`config.mk`:
```
export PLATFORM = sky130hd
export DESIGN_NAME = alu_sweep_driver
export DESIGN_NICKNAME = d
export VERILOG_FILES = /design/src/rtl/alu_pkg.sv /design/src/rtl/alu_ref_model.sv /design/src/rtl/alu_sweep_driver.sv
export SDC_FILE = /design/constraint.sdc
export NUM_CORES = 1
export LEC_CHECK = 0
export ABC_CLOCK_PERIOD_IN_PS = 3900
export BUFFER_PORTS_ARGS = -buffer_cell sky130_fd_sc_hd__buf_2
export CORE_MARGIN = 2
export CORE_UTILIZATION = 58
export DETAILED_ROUTE_END_ITERATION = 8
export PLACE_DENSITY = 0.84
export REMOVE_ABC_BUFFERS = 1
export SETUP_SLACK_MARGIN = 0.1
export SKIP_LAST_GASP = 1
export SLEW_MARGIN = 25
export SYNTH_ARGS = -nofsm -noshare
export SYNTH_HDL_FRONTEND = slang
export SYNTH_SLANG_ARGS = --single-unit
export TNS_END_PERCENT = 20
```
`constraint.sdc`:
```
create_clock -name clk -period 3.9 [get_ports clk]
set_input_delay 0.78 -clock clk [delete_from_list [all_inputs] [get_ports clk]]
set_output_delay 0.78 -clock clk [all_outputs]
set_load 0.02 [all_outputs]
```
`src/rtl/alu_pkg.sv`:
```
// Shared opcode encodings and FSM states for the ALU sweep driver.
package alu_pkg;

    localparam logic [2:0] OP_ADD  = 3'b000;
    localparam logic [2:0] OP_SUB  = 3'b001;
    localparam logic [2:0] OP_AND  = 3'b010;
    localparam logic [2:0] OP_OR   = 3'b011;
    localparam logic [2:0] OP_NOTA = 3'b100;
    localparam logic [2:0] OP_NOTB = 3'b101;
    localparam logic [2:0] OP_XOR  = 3'b110;
    localparam logic [2:0] OP_XNOR = 3'b111;

    typedef enum logic [2:0] {
        IDLE,
        SETTLE,
        CAPTURE,
        EMIT,
        DONE
    } state_t;

endpackage

```
`src/rtl/alu_ref_model.sv`:
```
// Combinational reference of the 4-bit ALU; all results wrap modulo 2^W.
module alu_ref_model
    import alu_pkg::*;
#(
    parameter int W = 4
) (
    input  logic [W-1:0] a,
    input  logic [W-1:0] b,
    input  logic [2:0]   op,
    output logic [W-1:0] res
);

    // Opcode decode to the expected result
    always_comb begin
        res = '0;
        case (op)
            OP_ADD:  res = a + b;
            OP_SUB:  res = a - b;
            OP_AND:  res = a & b;
            OP_OR:   res = a | b;
            OP_NOTA: res = ~a;
            OP_NOTB: res = ~b;
            OP_XOR:  res = a ^ b;
            OP_XNOR: res = ~(a ^ b);
            default: res = '0;
        endcase
    end

endmodule

```
`src/rtl/alu_sweep_driver.sv`:
```
// Sweeps one latched operand pair through all eight ALU opcodes, checks each
// result against the reference model and streams it out on valid/ready.
//
// state   | meaning
// IDLE    | waiting for start; operands retained, opcode parked at 000
// SETTLE  | ALU inputs held while the settle counter runs down
// CAPTURE | sample alu_res, compare with reference, raise res_valid
// EMIT    | hold the beat until res_ready, then advance or finish
// DONE    | one-cycle done pulse, back to IDLE
module alu_sweep_driver
    import alu_pkg::*;
#(
    parameter int W          = 4,
    parameter int SETTLE_CYC = 1
) (
    input  logic         clk,
    input  logic         rst,
    input  logic         start,
    input  logic [W-1:0] a_in,
    input  logic [W-1:0] b_in,
    output logic [W-1:0] alu_a,
    output logic [W-1:0] alu_b,
    output logic [2:0]   alu_op,
    input  logic [W-1:0] alu_res,
    output logic         res_valid,
    input  logic         res_ready,
    output logic [W-1:0] res_data,
    output logic [2:0]   res_op,
    output logic         res_err,
    output logic         busy,
    output logic         done,
    output logic [3:0]   mismatch_cnt
);

    localparam logic [3:0] SETTLE_LOAD = 4'(SETTLE_CYC - 1);

    state_t       state_q;
    state_t       state_d;
    logic [3:0]   settle_cnt;
    logic [W-1:0] ref_res;
    logic         err_now;
    logic         accept;
    logic         capture;
    logic         handshake;

    alu_ref_model #(.W(W)) u_ref (
        .a   (alu_a),
        .b   (alu_b),
        .op  (alu_op),
        .res (ref_res)
    );

    assign err_now = (alu_res != ref_res);

    // State register
    always_ff @(posedge clk) begin
        if (rst) begin
            state_q <= IDLE;
        end else begin
            state_q <= state_d;
        end
    end

    // Next-state decode and per-cycle action strobes
    always_comb begin
        state_d   = state_q;
        accept    = 1'b0;
        capture   = 1'b0;
        handshake = 1'b0;
        case (state_q)
            IDLE: begin
                if (start) begin
                    accept  = 1'b1;
                    state_d = SETTLE;
                end
            end
            SETTLE: begin
                if (settle_cnt == 4'd0) begin
                    state_d = CAPTURE;
                end
            end
            CAPTURE: begin
                capture = 1'b1;
                state_d = EMIT;
            end
            EMIT: begin
                if (res_valid && res_ready) begin
                    handshake = 1'b1;
                    state_d   = (alu_op == OP_XNOR) ? DONE : SETTLE;
                end
            end
            DONE: begin
                state_d = IDLE;
            end
            default: begin
                state_d = IDLE;
            end
        endcase
    end

    // Datapath: operand latch, settle timer, result capture and beat handshake
    always_ff @(posedge clk) begin
        if (rst) begin
            alu_a        <= '0;
            alu_b        <= '0;
            alu_op       <= OP_ADD;
            res_valid    <= 1'b0;
            res_data     <= '0;
            res_op       <= 3'b000;
            res_err      <= 1'b0;
            busy         <= 1'b0;
            done         <= 1'b0;
            mismatch_cnt <= 4'd0;
            settle_cnt   <= 4'd0;
        end else begin
            done <= (state_d == DONE);
            if (accept) begin
                alu_a        <= a_in;
                alu_b        <= b_in;
                alu_op       <= OP_ADD;
                mismatch_cnt <= 4'd0;
                busy         <= 1'b1;
                settle_cnt   <= SETTLE_LOAD;
            end
            if (state_q == SETTLE && settle_cnt != 4'd0) begin
                settle_cnt <= settle_cnt - 4'd1;
            end
            if (capture) begin
                res_data  <= alu_res;
                res_op    <= alu_op;
                res_err   <= err_now;
                res_valid <= 1'b1;
                if (err_now) begin
                    mismatch_cnt <= mismatch_cnt + 4'd1;
                end
            end
            if (handshake) begin
                res_valid <= 1'b0;
                if (alu_op != OP_XNOR) begin
                    alu_op     <= alu_op + 3'd1;
                    settle_cnt <= SETTLE_LOAD;
                end else begin
                    alu_op <= OP_ADD;
                    busy   <= 1'b0;
                end
            end
        end
    end

endmodule

```
==> run_results.csv <==
group,metric,value,unit
outcome,status,"finished, final reports clean",
synth,ys_seq_area_frac,0.341,
pwr,p_leak,1.01,nW
synth,synth_adder_area_share,0.139,
setup_path,r2r_start,"alu_op[0]",
setup_path,crit_required,4.18,ns
layout,fin_nets,304,
route,wl_per_cell,13.5,um
setup_path,crit_type,"reg2reg",
synth,mappedNetlistArea,1940,um2
die,die-area,3820,um2
clocking,htree_levels,2,
sta,tightest_slew,0.652,ns
layout,drive_gt1_frac,0.217,
flow_run,cap_violations,0,
clocking,cts_tree,"yes",
setup_path,start_kind,"flip-flop",
synth,syn-instance-count,225,
synth,ys_top_cells_by_area,"dfxtp_1, ha_1, mux2i_1",
die,core,3130,um2
clocking,clock_sinks,33,
synth,syn_avg_cell_area,8.61,um2
global_routing,grt_max_degree,32,
synth,yosys_warnings,0,
clocking,hold_buffers,0,
synth,synth.area.mux_share,0.0736,
setup_path,worst_r2r_path_depth,12,
die,start_util,0.620,
layout,num_antenna_cells,0,
worst_hold_path,hold_depth,2,
route,wirelength,4200,um
worst_hold_path,hold_start,"res_err",
placement,dpl_cell_area,2180,um2
sta,holdWs,0.467,ns
global_routing,grtUsageTotal,0.255,
clocking,ctsResizeCount,0,
synth,synth_compound_area_frac,0.152,
global_routing,grt_pass1_wl,7220,um
sta,finalSetupViolations,0,
sta,hold_violations,0,
synth,async_flop_share,0,
pwr,p_per_area,355,nW/um2
worst_hold_path,min_path_type,"reg2reg",
clocking,cts_setup_buffers,0,
setup_path,path_cells,"ha_1, nand2b_1, o21ai_0, inv_1, ha_1, nand2_1, o21a_1, or3_1, a31oi_1, xnor2_1, a41o_1, mux2i_1",
clocking,cts-root-buf,"clkbuf_4",
clocking,clk_pin_slew_worst_paths,0.10,ns
global_routing,antenna_found_initial,0,
clocking,cts_inserted_buffers,5,
setup_path,crit_path_top_delay_cell,"dfxtp_1",
route,dr.pass1.iters,4,
setup_path,startpoint,"alu_op[0]",
setup_path,slowest_delay,0.47,ns
placement,io_buffers,41,
synth,yosysTopAreaCellShare,0.341,
route,drc_errors,0,
die,die_y,61.8,um
synth,synthSimpleGateAreaFrac,0.201,
synth,synth_xor_area_frac,0.0407,
sta,finalCriticalPeriod,3.09,ns
placement,gp_congestion,0.898,
clocking,clk_path_buf_depth,2,
die,die_w,61.8,um
synth,synth_cell_types,44,
sta,min_period_over_period,0.793,
layout,finalInstanceArea,2240,um2
layout,areaGrowthSynthToFinish,15.4,%
route,drt_iter0_markers,62,
sta,fmaxAchievable,324,MHz
sta,drv_slew,0,
synth,synth_area_leader_cell,"dfxtp_1",
sta,skew,0.0122,ns
clocking,clk_latency,0.35,ns
global_routing,grt_pass1_vias,1691,
pwr,p_total,0.795,mW
synth,synth_edf_count,0,
pwr,irDropWorstVdd,0.277,mV
route,avgViaCountPerCell,5.46,
setup_path,crit_fanout,7,
sta,rsz0062_at_grt,"no",
sta,finalSetupTns,0,ns
setup_path,worstPathArrival,3.37,ns
global_routing,overflow,0,
synth,synth-main-ff-cell,"dfxtp_1",
synth,synth_top_family_by_area,"simple AND/OR/NAND/NOR gates",
route,ant_nets,0,
setup_path,end_kind,"flip-flop",
synth,ys_seq_elements,33,
die,rows,20,
route,via_count,1697,
placement,dp_hpwl,3090,um
setup_path,cpMostUsedCell,"ha_1",
die,io_pins,42,
sta,relSlewSlack,0.554,
placed cells by master, fill, tap and decap left out, types with 4 or more instances in the layout:
cell type / count
nand3_1: 6
o21ai_0: 4
clkbuf_4: 5
a211oi_1: 4
nor2_1: 20
a31oi_1: 4
dfxtp_1: 33
nor3_1: 5
inv_1: 15
xor2_1: 5
ha_1: 20
a21oi_1: 15
o22ai_1: 4
nand2_1: 26
xnor2_1: 4
nand2b_1: 7
mux2i_1: 12
buf_2: 41
Yosys cell counts (2+ instances only):
cell and number:
clkbuf_1 6, nand2b_1 7, mux2_2 2, dfxtp_1 33, a21oi_1 15, a222oi_1 2
ha_1 20, a211oi_1 4, o22ai_1 4, nor2_1 20, o21a_1 2, xor2_1 5
nand3_1 6, xnor2_1 4, o21ai_0 4, or3_1 2, mux2i_1 12, or2_2 2
a31oi_1 4, clkinv_1 2, nand2_1 26, inv_1 15, nor3b_1 2, nor2b_1 2
nor3_1 5
registers in the layout (all words and copies together) (netlist names):
| name | count |
|---|---|
| state_q | 3 |
| alu_op | 3 |
| mismatch_cnt | 4 |
| done | 1 |
| res_valid | 1 |
| res_data | 4 |
| settle_cnt | 4 |
| res_op | 3 |
| busy | 1 |
| alu_b | 4 |
| alu_a | 4 |
| res_err | 1 |
worst max-delay path, delay by kind of cell (launching register included):
family | cells | cell delay, ns
DFF | 1 | 0.47
xor gates and xnor gates | 1 | 0.14
buffers and inverters | 1 | 0.08
adders and majority gates | 2 | 0.61
AOI/OAI and AO/OA | 4 | 1.01
and+or+nand+nor | 3 | 0.52
muxes | 1 | 0.21
cell families after synthesis:
| logic type | count (synthesis) |
|---|---|
| fa+ha+maj | 21 |
| buf+inv | 25 |
| simple gates | 79 |
| compound gates | 44 |
| flops | 33 |
| mux | 14 |
| xor+xnor | 9 |
where the power goes:
part           total [mW]  internal (mW)  leakage [nW]  switching, mW
Combinational       0.218         0.0961         0.711          0.122
Sequential          0.375          0.356         0.268         0.0188
Clock               0.201         0.0850        0.0314          0.116
final timing paths:
check	to	slack, ns
worst max-delay path	mismatch_cnt[3]	0.81
worst min register to register	res_err	0.47
worst min-delay path	res_err	0.47
worst max register to register	mismatch_cnt[3]	0.81
area by class of cell:
cell class,instances,area [um2]
repair buffers,43,220
flip-flops and latches,33,661
inverters,17,63.8
clock buffers,7,55.1
fillers,253,892
well taps,44,55.1
multi-input cells,167,1180
stage by stage:
stage,setup WS (ns),instances,util
6_report,0.809,311,0.715
4_1_cts,0.817,311,0.715
3_5_place_dp,0.828,304,0.697
5_1_grt,0.566,311,0.715
3_3_place_gp,0.928,304,0.697
2_1_floorplan,0.999,217,-
layer usage:
layer | part of all wire | global-route usage | vias up
met3 | 0.043 | 0.0704 | 10
met1 | 0.46 | 0.314 | 786
met2 | 0.48 | 0.415 | 35
li1 | - | - | 866
met4 | 0.021 | 0.119 | 0
met5 | 0 | 0 | -
No activity file was read; power rests on OpenSTA's default activity.
